File: config.mk
export PLATFORM = sky130hd
export DESIGN_NAME = spi_reg_slave_flat
export DESIGN_NICKNAME = d
export VERILOG_FILES = /design/src/rtl/spi_reg_slave_if.sv /design/src/rtl/spi_reg_slave.sv /design/src/flat_wrapper.sv
export SDC_FILE = /design/constraint.sdc
export NUM_CORES = 1
export LEC_CHECK = 0
export CORE_MARGIN = 2
export CORE_UTILIZATION = 35
export CTS_CLUSTER_DIAMETER = 80
export DETAILED_ROUTE_END_ITERATION = 10
export GPL_TIMING_DRIVEN = 0
export SETUP_SLACK_MARGIN = 0.4
export SYNTH_ARGS = -nofsm -noshare
export SYNTH_HDL_FRONTEND = slang
export SYNTH_SLANG_ARGS = --single-unit
File: constraint.sdc
create_clock -name clk240 -period 3.5 [get_ports clk240]
set_input_delay 0.525 -clock clk240 [delete_from_list [all_inputs] [get_ports clk240]]
set_output_delay 0.525 -clock clk240 [all_outputs]
set_load 0.02 [all_outputs]
File: src/rtl/spi_reg_slave_if.sv
// Bus bundle for spi_reg_slave: the SPI pins plus the register-side read/write port.
// The slave modport is the register port; the master modport is whoever drives the SPI pins and consumes the strobes.
interface spi_reg_slave_if #(
    parameter int DW   = 8,
    parameter int NREG = 4
);
    localparam int AW = (NREG > 1) ? $clog2(NREG) : 1;

    logic               sclk;
    logic               cs;
    logic               mosi;
    logic               miso;
    logic [NREG*DW-1:0] rd_data;
    logic               rd_stb;
    logic [AW-1:0]      rd_idx;
    logic               wr_stb;
    logic [AW-1:0]      wr_idx;
    logic [DW-1:0]      wr_data;
    logic               busy;

    modport slave (
        input  sclk, cs, mosi, rd_data,
        output miso, rd_stb, rd_idx, wr_stb, wr_idx, wr_data, busy
    );

    modport master (
        output sclk, cs, mosi, rd_data,
        input  miso, rd_stb, rd_idx, wr_stb, wr_idx, wr_data, busy
    );
endinterface

File: src/rtl/spi_reg_slave.sv
// Oversampling SPI (mode 0, MSB first) slave serving bursts of DW-bit words over
// NREG consecutive addresses starting at BASE_ADR, with one-cycle read/write strobes.
module spi_reg_slave #(
    parameter int DW       = 8,
    parameter int NREG     = 4,
    parameter int BASE_ADR = 1
) (
    input  logic              clk240,
    input  logic              rst,
    spi_reg_slave_if.slave    bus
);
    localparam int AW = (NREG > 1) ? $clog2(NREG) : 1;
    localparam int CW = $clog2(DW);

    typedef enum logic [1:0] {
        IDLE = 2'd0,
        ADDR = 2'd1,
        DATA = 2'd2,
        SKIP = 2'd3
    } state_t;

    state_t        state_q, state_d;
    logic [2:0]    sclk_sync_q, sclk_sync_d;
    logic [2:0]    cs_sync_q, cs_sync_d;
    logic [2:0]    mosi_sync_q, mosi_sync_d;
    logic [7:0]    cmd_q, cmd_d;
    logic [CW-1:0] cnt_q, cnt_d;
    logic [AW-1:0] idx_q, idx_d;
    logic [DW-1:0] shift_q, shift_d;
    logic          miso_q, miso_d;
    logic          rd_stb_q, rd_stb_d;
    logic [AW-1:0] rd_idx_q, rd_idx_d;
    logic          wr_stb_q, wr_stb_d;
    logic [AW-1:0] wr_idx_q, wr_idx_d;
    logic [DW-1:0] wr_data_q, wr_data_d;
    logic          busy_q, busy_d;

    logic          sclk_rise, sclk_fall, cs_fall, cs_rise, mosi_bit;
    logic [7:0]    cmd_next;
    logic          cmd_hit;
    logic [AW-1:0] start_idx, idx_next, load_idx;
    logic [DW-1:0] load_word;

    assign sclk_rise = sclk_sync_q[1] & ~sclk_sync_q[2];
    assign sclk_fall = ~sclk_sync_q[1] & sclk_sync_q[2];
    assign cs_fall   = ~cs_sync_q[1] & cs_sync_q[2];
    assign cs_rise   = cs_sync_q[1] & ~cs_sync_q[2];
    assign mosi_bit  = mosi_sync_q[2];

    assign cmd_next  = {cmd_q[6:0], mosi_bit};
    assign cmd_hit   = ({1'b0, cmd_next[6:0]} >= 8'(BASE_ADR)) &&
                       ({1'b0, cmd_next[6:0]} < 8'(BASE_ADR + NREG));
    assign start_idx = AW'(cmd_next[6:0] - 7'(BASE_ADR));
    assign idx_next  = (idx_q == AW'(NREG - 1)) ? {AW{1'b0}} : idx_q + AW'(1);
    assign load_idx  = (state_q == ADDR) ? start_idx : idx_next;
    assign load_word = bus.rd_data[load_idx*DW +: DW];

    // Next-state and output computation; cs-rise overrides any sclk event in the same cycle.
    always_comb begin
        sclk_sync_d = {sclk_sync_q[1:0], bus.sclk};
        cs_sync_d   = {cs_sync_q[1:0], bus.cs};
        mosi_sync_d = {mosi_sync_q[1:0], bus.mosi};
        state_d     = state_q;
        cmd_d       = cmd_q;
        cnt_d       = cnt_q;
        idx_d       = idx_q;
        shift_d     = shift_q;
        rd_stb_d    = 1'b0;
        rd_idx_d    = rd_idx_q;
        wr_stb_d    = 1'b0;
        wr_idx_d    = wr_idx_q;
        wr_data_d   = wr_data_q;
        if (cs_rise) begin
            state_d = IDLE;
        end else begin
            case (state_q)
                IDLE: begin
                    if (cs_fall) begin
                        state_d = ADDR;
                        cnt_d   = {CW{1'b0}};
                    end else begin
                        state_d = IDLE;
                    end
                end
                ADDR: begin
                    if (sclk_rise && (cnt_q == CW'(7))) begin
                        cmd_d = cmd_next;
                        cnt_d = {CW{1'b0}};
                        if (!cmd_hit) begin
                            state_d = SKIP;
                        end else if (cmd_next[7]) begin
                            state_d = DATA;
                            idx_d   = start_idx;
                            shift_d = {DW{1'b0}};
                        end else begin
                            state_d  = DATA;
                            idx_d    = start_idx;
                            shift_d  = load_word;
                            rd_stb_d = 1'b1;
                            rd_idx_d = start_idx;
                        end
                    end else if (sclk_rise) begin
                        cmd_d = cmd_next;
                        cnt_d = cnt_q + CW'(1);
                    end else begin
                        state_d = ADDR;
                    end
                end
                DATA: begin
                    if (cmd_q[7] && sclk_rise) begin
                        shift_d = {shift_q[DW-2:0], mosi_bit};
                        if (cnt_q == CW'(DW - 1)) begin
                            cnt_d     = {CW{1'b0}};
                            wr_stb_d  = 1'b1;
                            wr_idx_d  = idx_q;
                            wr_data_d = {shift_q[DW-2:0], mosi_bit};
                            idx_d     = idx_next;
                        end else begin
                            cnt_d = cnt_q + CW'(1);
                        end
                    end else if (!cmd_q[7] && sclk_rise) begin
                        if (cnt_q == CW'(DW - 1)) begin
                            cnt_d    = {CW{1'b0}};
                            idx_d    = idx_next;
                            shift_d  = load_word;
                            rd_stb_d = 1'b1;
                            rd_idx_d = idx_next;
                        end else begin
                            cnt_d = cnt_q + CW'(1);
                        end
                    end else if (!cmd_q[7] && sclk_fall && (cnt_q != {CW{1'b0}})) begin
                        // The fall right after a load ends the bit just sampled, so the fresh MSB stays put.
                        shift_d = {shift_q[DW-2:0], 1'b1};
                    end else begin
                        state_d = DATA;
                    end
                end
                SKIP: begin
                    state_d = SKIP;
                end
                default: begin
                    state_d = IDLE;
                end
            endcase
        end
        miso_d = ((state_d == DATA) && !cmd_d[7]) ? shift_d[DW-1] : 1'b1;
        busy_d = (state_d == ADDR) || (state_d == DATA);
    end

    // State and output registers with synchronous reset; cs sync resets low so a held-low cs is not a new frame.
    always_ff @(posedge clk240) begin
        if (rst) begin
            state_q     <= IDLE;
            sclk_sync_q <= 3'b000;
            cs_sync_q   <= 3'b000;
            mosi_sync_q <= 3'b000;
            cmd_q       <= 8'h00;
            cnt_q       <= {CW{1'b0}};
            idx_q       <= {AW{1'b0}};
            shift_q     <= {DW{1'b0}};
            miso_q      <= 1'b1;
            rd_stb_q    <= 1'b0;
            rd_idx_q    <= {AW{1'b0}};
            wr_stb_q    <= 1'b0;
            wr_idx_q    <= {AW{1'b0}};
            wr_data_q   <= {DW{1'b0}};
            busy_q      <= 1'b0;
        end else begin
            state_q     <= state_d;
            sclk_sync_q <= sclk_sync_d;
            cs_sync_q   <= cs_sync_d;
            mosi_sync_q <= mosi_sync_d;
            cmd_q       <= cmd_d;
            cnt_q       <= cnt_d;
            idx_q       <= idx_d;
            shift_q     <= shift_d;
            miso_q      <= miso_d;
            rd_stb_q    <= rd_stb_d;
            rd_idx_q    <= rd_idx_d;
            wr_stb_q    <= wr_stb_d;
            wr_idx_q    <= wr_idx_d;
            wr_data_q   <= wr_data_d;
            busy_q      <= busy_d;
        end
    end

    assign bus.miso    = miso_q;
    assign bus.rd_stb  = rd_stb_q;
    assign bus.rd_idx  = rd_idx_q;
    assign bus.wr_stb  = wr_stb_q;
    assign bus.wr_idx  = wr_idx_q;
    assign bus.wr_data = wr_data_q;
    assign bus.busy    = busy_q;
endmodule

File: src/flat_wrapper.sv
// flat-port wrapper written by rule: the top's interface ports become plain ports
module spi_reg_slave_flat 
#(
    parameter int DW       = 8,
    parameter int NREG     = 4,
    parameter int BASE_ADR = 1
)
  (clk240, rst, bus_sclk, bus_cs, bus_mosi, bus_rd_data, bus_miso, bus_rd_stb, bus_rd_idx, bus_wr_stb, bus_wr_idx, bus_wr_data, bus_busy);
  spi_reg_slave_if #(.DW(DW), .NREG(NREG)) bus_i ();
  input  logic clk240;
  input  logic rst;
  input wire logic [$bits(bus_i.sclk)-1:0] bus_sclk;
  input wire logic [$bits(bus_i.cs)-1:0] bus_cs;
  input wire logic [$bits(bus_i.mosi)-1:0] bus_mosi;
  input wire logic [$bits(bus_i.rd_data)-1:0] bus_rd_data;
  output wire logic [$bits(bus_i.miso)-1:0] bus_miso;
  output wire logic [$bits(bus_i.rd_stb)-1:0] bus_rd_stb;
  output wire logic [$bits(bus_i.rd_idx)-1:0] bus_rd_idx;
  output wire logic [$bits(bus_i.wr_stb)-1:0] bus_wr_stb;
  output wire logic [$bits(bus_i.wr_idx)-1:0] bus_wr_idx;
  output wire logic [$bits(bus_i.wr_data)-1:0] bus_wr_data;
  output wire logic [$bits(bus_i.busy)-1:0] bus_busy;
  assign bus_i.sclk = bus_sclk;
  assign bus_i.cs = bus_cs;
  assign bus_i.mosi = bus_mosi;
  assign bus_i.rd_data = bus_rd_data;
  assign bus_miso = bus_i.miso;
  assign bus_rd_stb = bus_i.rd_stb;
  assign bus_rd_idx = bus_i.rd_idx;
  assign bus_wr_stb = bus_i.wr_stb;
  assign bus_wr_idx = bus_i.wr_idx;
  assign bus_wr_data = bus_i.wr_data;
  assign bus_busy = bus_i.busy;
  spi_reg_slave #(.DW(DW), .NREG(NREG), .BASE_ADR(BASE_ADR)) u_core (.clk240(clk240), .rst(rst), .bus(bus_i));
endmodule
-- After elaboration in Yosys (flattened, before gate mapping)
Cells that the tools add are included.
- logic and storage cells: 128
- bits in registers: 48
- input port bits: 37
- output and inout port bits: 16
- bitwise gates (word level): 12
- order comparisons: 2
- add/sub/neg operators: 3
- reductions and logical operators: 24
- multiplexer cells: 51
- shift-type cells: 1
- equality and inequality tests: 18
- operators with widths (operator ; count):
    $mux W8 ; 12
    $mux W2 ; 19
    $shiftx A32 B6 Y8 ; 1
    $mux W3 ; 6
    $pmux W8 S2 ; 1
    $reduce_and A5 Y1 ; 2
    $pmux W3 S3 ; 1
    $eq A2 B2 Y1 const B ; 4
    $mux W1 ; 8
    $ne A2 B1 Y1 const B ; 4
    $not A1 Y1 ; 8
    $pmux W2 S2 ; 2
    $pmux W2 S4 ; 1
    $reduce_and A8 Y1 ; 1
    $ge A7 B1 Y1 const B ; 1
    $logic_and A1 B1 Y1 ; 7
    $lt A7 B3 Y1 const B ; 1
    $ne A2 B2 Y1 const B ; 3
    $reduce_and A6 Y1 ; 1
    $reduce_bool A3 Y1 ; 2
    $and A1 B1 Y1 ; 4
    $eq A2 B1 Y1 const B ; 2
    $ne A4 B1 Y1 const B ; 1
    $ne A4 B2 Y1 const B ; 1
    15 further kinds ; 18

-- Longest topological paths before layout
Gate-level depths: netlist (run 1).
- depth after elaboration: 13
- depth in mapped cells: 10
- depth with buffers taken out: 9

-- Worst setup path before layout (run 1)
Ideal clock, no wire load.
- kind: reg-to-reg
- start: register u_core.state_q[1]
- end: register u_core.miso_q, in the netlist u_core.bus.miso
- path slack: 1.399 ns
- period minus slack after synthesis: 2.101 ns
- library setup time: 0.136 ns
- cell stages (with the launch flop): 9
- path buffers: 1
- data required time: 3.364 ns
- data arrival time: 1.965 ns
- cell sequence: dfxtp_1 > inv_1 > ha_1 > clkbuf_8 > mux2i_4 > mux2i_1 > o22ai_1 > o41ai_1 > nand3_1
- longest elaborated chain between the ends: 9
- elaborated cells between the ends (all ways): 28
- those cells by class: eq/ne: 4; shift: 1; mux: 18; bitwise: 1; reduce/logical: 4
- RTL lines (what ; line ; RTL):
    from (decl) ; spi_reg_slave.sv:22 ; state_t state_q, state_d;
    from (signal assigned) ; spi_reg_slave.sv:169 ; state_q <= state_d;
    branches (longest 9 deep; another with $shiftx A32 B6 Y8) ; - ;
    to (signal assigned) ; spi_reg_slave.sv:177 ; miso_q <= miso_d;
    to (decl) ; spi_reg_slave.sv:30 ; logic miso_q, miso_d;
Parallel ways; which one is timed is not known. The select of a mux whose other input is x is not followed.
A chain may end at the register's enable or synchronous reset.

-- Worst setup path after layout (run 1)
- start: register u_core.cnt_q[0]
- end: register u_core.shift_q[6]
- longest elaborated chain between the ends: 4
- elaborated cells between the ends (all ways): 8
- those cells by class: eq/ne: 4; reduce/logical: 4
- RTL lines (what ; line ; RTL):
    from (decl) ; spi_reg_slave.sv:27 ; logic [CW-1:0] cnt_q, cnt_d;
    from (signal assigned) ; spi_reg_slave.sv:158 ; cnt_q <= {CW{1'b0}};
    from (signal assigned) ; spi_reg_slave.sv:174 ; cnt_q <= cnt_d;
    $reduce_bool A3 Y1 or $eq A3 B3 Y1 (tied branches) ; spi_reg_slave.sv:131, spi_reg_slave.sv:86, spi_reg_slave.sv:122 ;
    $logic_and A1 B1 Y1 (on tied branches) ; spi_reg_slave.sv:131, spi_reg_slave.sv:86 ;
    $ne A4 B1 Y1 (no source line) or $ne A2 B2 Y1 (tied branches) ; - ;
    $reduce_and A6 Y1 (no source line) (*) ; - ;
    to (signal assigned) ; spi_reg_slave.sv:160 ; shift_q <= {DW{1'b0}};
    to (signal assigned) ; spi_reg_slave.sv:176 ; shift_q <= shift_d;
    to (decl) ; spi_reg_slave.sv:29 ; logic [DW-1:0] shift_q, shift_d;
Every way passes the cells marked *; elsewhere a longest branch is shown, timed or not.

==> flow_summary.ini, run 1 <==
[outcome]
outcome = completed

[sta]
fmax_ghz = 0.403
setup_viol = 0
clock_skew_ns = 0.00781
fin_crit_sh_pct = 70.9
hold_slack_ns = 0.450
rsz0062_at_grt = false
worst_slew_pin_slew_ns = 0.745
setup_tns_ns = 0
slew_violations = 0
post-route-min-period_ns = 2.48
maxSlewHeadroom_pct = 50.3
hold_viol = 0

[clock_network]
numCtsBuffers = 5
cts-hold-fix-buffers = 0
cts_tree = yes
cts_buffer_depth = 2
cts_resized = 0
clockRootBuffer = clkbuf_8
clk_pin_slew_ns = 0.09
post-cts-setup-buffers = 0
insertion_delay_ns = 0.31
h-tree-depth = 2
numClockSinks = 48

[worst_setup_path]
cp_slowest_cell = o22ai_1
path_class = flip-flop to flip-flop
slowest_delay_ns = 0.62
crit_buf_inv = 1
cp_top_family = compound AO/OA/AOI/OAI gates
critical_path_peak_fanout = 10
crit_top_cell = ha_1
rrSetupSlack_ns = 1.02
timing.critical_path.to_type = flip-flop
cp_cell_sequence = ha_1 -> ha_1 -> buf_2 -> nor4bb_1 -> nand4_1 -> o22ai_1 -> nand2_1 -> a311oi_2
crit_path_start_kind = flip-flop
cp.arrival_ns = 2.70
required_ns = 3.72

[route]
drc = 0
wire_per_inst_um = 14.2
vias_per_cell = 4.96
drt_iter0_markers = 109
first_pass_iters = 4
ant_nets = 0
vias = 2028
drt-total-wl_um = 5790

[synth]
synth_seq_area_share_pct = 38.1
netlist_area_sq_um = 2520
synth_edf_count = 0
synthDistinctLibCells = 54
synth_area_per_cell_sq_um = 9.93
syn_inst = 254
async_flop_share_pct = 0
synth_seq_cells = 48
syn-num-nets = 302
synthFlopType = dfxtp_1
yosysWarningCount = 0

[pwr]
power.density_nw_per_um2 = 323
vdd_drop_max_mv = 0.128
leakage_uw = 0.00121

[grt]
antenna_found_initial = 0
grt_usage_pct = 15.4
first_global_vias = 2001
grt_max_degree = 16
grt_pass1_wl_um = 9440
grt.overflow.total = 0

[finish]
syn2layout_area_growth_pct = 28.9
layoutNonFillerInstCount = 409
post-route-util_pct = 47.3
nets = 360
diodes = 0
drive_gt1_share_pct = 14.4

[floorplanning]
die_w_um = 88.9
ios = 53
core-area_sq_um = 6870
initial_core_util_pct = 36.7
dieArea_sq_um = 7900
std_cell_rows = 30
die_y_um = 88.9

[placed_design]
gp_congestion = 0.856
post-place-cells = 401
dp_hpwl_um = 4430
io_buffer_count = 51

[worst_hold_path]
hold_path_class = flip-flop to flip-flop

[flow_run]
cap_violations = 0
==> cell type report <==
cell class	instances	area, sq um
Buffer	12	91.3
Clock buffer	6	82.6
Clock inverter	2	15.0
Fill cell	660	3620
Inverter	9	33.8
Multi-Input combinational cell	185	1440
Sequential cell	48	961
Tap cell	96	120
Timing Repair Buffer	51	510
==> path summary, 6_finish.rpt <==
kind                             from             endpoint  cells after the start
setup / recovery      u_core.cnt_q[0]    u_core.shift_q[6]                      8
hold / removal    u_core.cs_sync_q[0]  u_core.cs_sync_q[1]                      1
setup reg to reg      u_core.cnt_q[0]    u_core.shift_q[6]                      8
hold reg to reg   u_core.cs_sync_q[0]  u_core.cs_sync_q[1]                      1
==> stage by stage <==
step	area [sq um]	total power, uW	setup WS (ns)
final	3250	1050	1.02
after global placement	3150	704	1.05
after global routing	3250	1090	0.818
after floorplan	2520	646	1.40
after detailed placement	3150	706	1.02
after CTS	3250	1060	1.01
==> per-layer routing <==
metal / wire [um] / up-vias / track usage [%]
met4: 37 / 0 / 4.13
met2: 2480 / 66 / 23.6
met5: 0 / - / 0
met3: 357 / 4 / 3.23
li1: - / 1026 / -
met1: 2910 / 932 / 22.2
==> logic make-up after synthesis <==
logic type | Yosys count | synth area share (%)
AOI/OAI and AO/OA | 39 | 12.7
DFF | 48 | 38.1
buffers and inverters | 21 | 4.96
adders and majority gates | 11 | 5.46
muxes | 32 | 16.7
and+or+nand+nor | 103 | 22.0
==> cell usage after synthesis (all sizes together) (3+ instances only) <==
library cell | n | area (sq um)
a311oi | 9 | 115
nand2 | 18 | 67.6
nor2b | 11 | 68.8
inv | 9 | 33.8
or2 | 3 | 18.8
a21oi | 8 | 40.0
nor2 | 40 | 158
nor3 | 6 | 41.3
nand2b | 3 | 18.8
dfxtp | 48 | 961
ha | 11 | 138
mux4 | 7 | 158
buf | 7 | 52.5
mux2i | 24 | 253
nand4 | 3 | 18.8
o21ai | 5 | 25.0
nand3 | 3 | 15.0
o22ai | 3 | 18.8
clkbuf | 5 | 38.8
==> placed cells by master, fill, tap and decap left out, types with 2 or more instances in the layout <==
master,netlist,routed
a21o_1,2,2
a21oi_1,8,8
a311oi_1,5,5
a311oi_2,3,3
buf_2,3,3
buf_6,3,3
clkbuf_1,3,3
clkbuf_8,2,8
clkdlybuf4s50_1,0,51
clkinvlp_4,0,2
dfxtp_1,48,48
ha_1,11,11
inv_1,9,9
mux2i_1,23,23
mux4_2,7,7
nand2_1,18,18
nand2b_1,3,3
nand3_1,3,3
nand4_1,3,3
nor2_1,37,37
nor2_2,3,3
nor2b_1,11,11
nor3_1,5,5
nor3b_1,2,2
nor4bb_1,2,2
o21ai_0,5,5
o22ai_1,3,3
or2_2,3,3
or2b_2,2,2
==> power by group <==
group	switching (uW)	total, uW	internal [uW]
Clock	197	357	160
Combinational	50.9	128	77.4
Sequential	7.73	563	555
Total	256	1050	793
==> sequential cells by signal, summed over array words and instances, names as in the netlist <==
signal / flops
u_core.shift_q: 8
u_core.bus.wr_stb: 1
u_core.cmd_q: 8
u_core.cnt_q: 3
u_core.bus.miso: 1
u_core.cs_sync_q: 3
u_core.state_q: 2
u_core.bus.busy: 1
u_core.sclk_sync_q: 3
u_core.bus.rd_stb: 1
u_core.bus.wr_data: 8
u_core.mosi_sync_q: 3
u_core.idx_q: 2
u_core.bus.rd_idx: 2
u_core.bus.wr_idx: 2
==> worst reg2reg max path: stages, from the launching register on <==
cell      delay, ns
dfxtp_1        0.39
ha_1           0.17
ha_1           0.12
buf_2          0.20
nor4bb_1       0.31
nand4_1        0.16
o22ai_1        0.62
nand2_1        0.14
a311oi_2       0.27
Note: power is estimated with default switching activity, not from simulation.
==> run 2: changes to the inputs <==
==> constraint.sdc (replaced) <==
create_clock -name clk240 -period 2.4 [get_ports clk240]
set_input_delay 0.36 -clock clk240 [delete_from_list [all_inputs] [get_ports clk240]]
set_output_delay 0.36 -clock clk240 [all_outputs]
set_load 0.02 [all_outputs]
==> run 2 against run 1 <==
Compared with the run above: worst setup slack got worse by 0.68 ns; core utilization grew 6.2 points; sequential share of layout area down 3.1 points; clock-buffer cell count is 1 higher; die area unchanged; clock power increased by 47%; non-clock buffer count increased by 24.
==> flow_summary.ini, run 2 (synthesis gave the netlist of run 1 again) <==
[grt]
grt.overflow.total = 0
first_global_vias = 2034
grt_max_degree = 14
antenna_found_initial = 0
grt_usage_pct = 16.2
grt_pass1_wl_um = 9830

[sta]
worst_slew_pin_slew_ns = 0.597
maxSlewHeadroom_pct = 60.2
clock_skew_ns = 0.00847
setup_ws_ns = 0.342
setup_tns_ns = 0
slew_violations = 0
fin_crit_sh_pct = 85.7
post-route-min-period_ns = 2.06
rsz0062_at_grt = true
fmax_ghz = 0.486
hold_viol = 0
setup_viol = 0

[clock_network]
clk_pin_slew_ns = 0.09
clockRootBuffer = clkbuf_8
cts_tree = yes
numCtsBuffers = 5
cts-hold-fix-buffers = 0
numClockSinks = 48
cts_buffer_depth = 2
h-tree-depth = 2
insertion_delay_ns = 0.31

[worst_hold_path]
hold_end = u_core.shift_q[6]
whs_path_depth = 2
min_from = rst
hold_path_class = input pin to flip-flop

[finish]
mostFrequentLayoutCell = clkdlybuf4s50_1
layout_common_cells = 51 x clkdlybuf4s50_1, 41 x dfxtp_1, 37 x nor2_1
design_area_sq_um = 3680
nets = 384
layoutNonFillerInstCount = 432
fill_cells = 630
diodes = 0
syn2layout_area_growth_pct = 45.8
post-route-util_pct = 53.5
drive_gt1_share_pct = 28.9

[placed_design]
post-place-cells = 401
gp_congestion = 0.841
io_buffer_count = 51
dp_slack_ns = 0.00406
dp_hpwl_um = 4330
place_area_sq_um = 3170

[worst_setup_path]
cp.arrival_ns = 2.31
critical_path_peak_fanout = 6
r2r_start = u_core.cnt_q[1]
rrSetupSlack_ns = 0.34
worstRegToRegCells = 10
crit_path_start_kind = flip-flop
timing.rr.end = u_core.bus.miso
required_ns = 2.65
timing.critical_path.to_type = flip-flop
path_class = flip-flop to flip-flop

[pwr]
power_frac_seq_pct = 52.2
vdd_drop_max_mv = 0.236
power.switching_uw = 367
combinationalPowerShare_pct = 14.3
swShare_pct = 23.4
leakage_uw = 0.00137
p_int_uw = 1200
power.density_nw_per_um2 = 427
clockPowerShare_pct = 33.4

[floorplanning]
ios = 53
core-area_sq_um = 6870
initial_core_util_pct = 36.7
dieArea_sq_um = 7900
die_w_um = 88.9
std_cell_rows = 30
die_y_um = 88.9

[route]
drt-total-wl_um = 6200
vias = 2180
ant_nets = 0
drc = 0
vias_per_cell = 5.05
drt_iter0_markers = 95
wire_per_inst_um = 14.4
first_pass_iters = 7

[outcome]
outcome = completed

[flow_run]
cap_violations = 0
==> run 2: cell count changes in the layout (fill, tap and decap cells not counted), sizes merged <==
cell	before	now
inv	9	8
clkinvlp	2	1
buf	7	32
==> run 2: critical path, cell delays in order (launching register included) <==
cell and delay [ns]:
dfxtp_2 0.35, ha_4 0.16, ha_4 0.15, buf_6 0.12
and3b_2 0.24, a41oi_4 0.29, o31a_2 0.22, o31ai_4 0.06
ha_1 0.17, and3b_1 0.17, nand3_1 0.07
==> run 2: through the flow <==
step                hold WS, ns  total power, uW
floorplan                 0.414              943
global placement          0.418             1030
detailed placement        0.420             1030
CTS                       0.291             1570
global route              0.291             1630
finish                    0.303             1570
==> run 2: worst max-delay path by stage <==
stage | startpoint | to | slack, ns | cells after the start
floorplan | u_core.cnt_q[0] | u_core.bus.miso | 0.40 | 10
global placement | u_core.cnt_q[0] | u_core.shift_q[0] | 0.02 | 8
detailed placement | u_core.cnt_q[0] | u_core.shift_q[0] | 0.004 | 8
CTS | u_core.state_q[1] | u_core.bus.miso | 0.33 | 8
global route | u_core.cnt_q[0] | u_core.bus.miso | 0.24 | 10
finish | u_core.cnt_q[1] | u_core.bus.miso | 0.34 | 10
==> run 2: metal layers <==
| metal | global-route usage [%] | part of all wire [%] | vias to the layer above |
|---|---|---|---|
| met3 | 5.17 | 6.4 | 5 |
| met2 | 26.2 | 45 | 63 |
| met1 | 21.5 | 48 | 1031 |
| met4 | 3.31 | 0.66 | 0 |
| met5 | 0 | 0 | - |
| li1 | - | - | 1081 |
==> run 2: area by class of cell <==
class                           count  area, sq um  area share [%]
Sequential cell                    48          972            26.4
Timing Repair Buffer               75          727            19.8
Clock buffer                        7         96.3            2.62
Buffer                             12          108            2.93
Inverter                            9         37.5            1.02
Multi-Input combinational cell    185         1620            44.0
Tap cell                           96          120            3.27
==> run 2: what timing repair did <==
item                       4_1_cts  5_1_grt
buffers inserted                19        4
pin swaps                       22       13
setup endpoints to repair       21       23
gates resized for setup         34       14
gates cloned                     0        1
==> run 2: power groups by stage <==
stage | sequential [uW] | clock, uW | combinational, uW
after global placement | 839 | 0 | 189
after global routing | 822 | 562 | 241
after detailed placement | 839 | 0 | 190
final | 820 | 525 | 225
after CTS | 820 | 534 | 219
after floorplan | 838 | 0 | 105
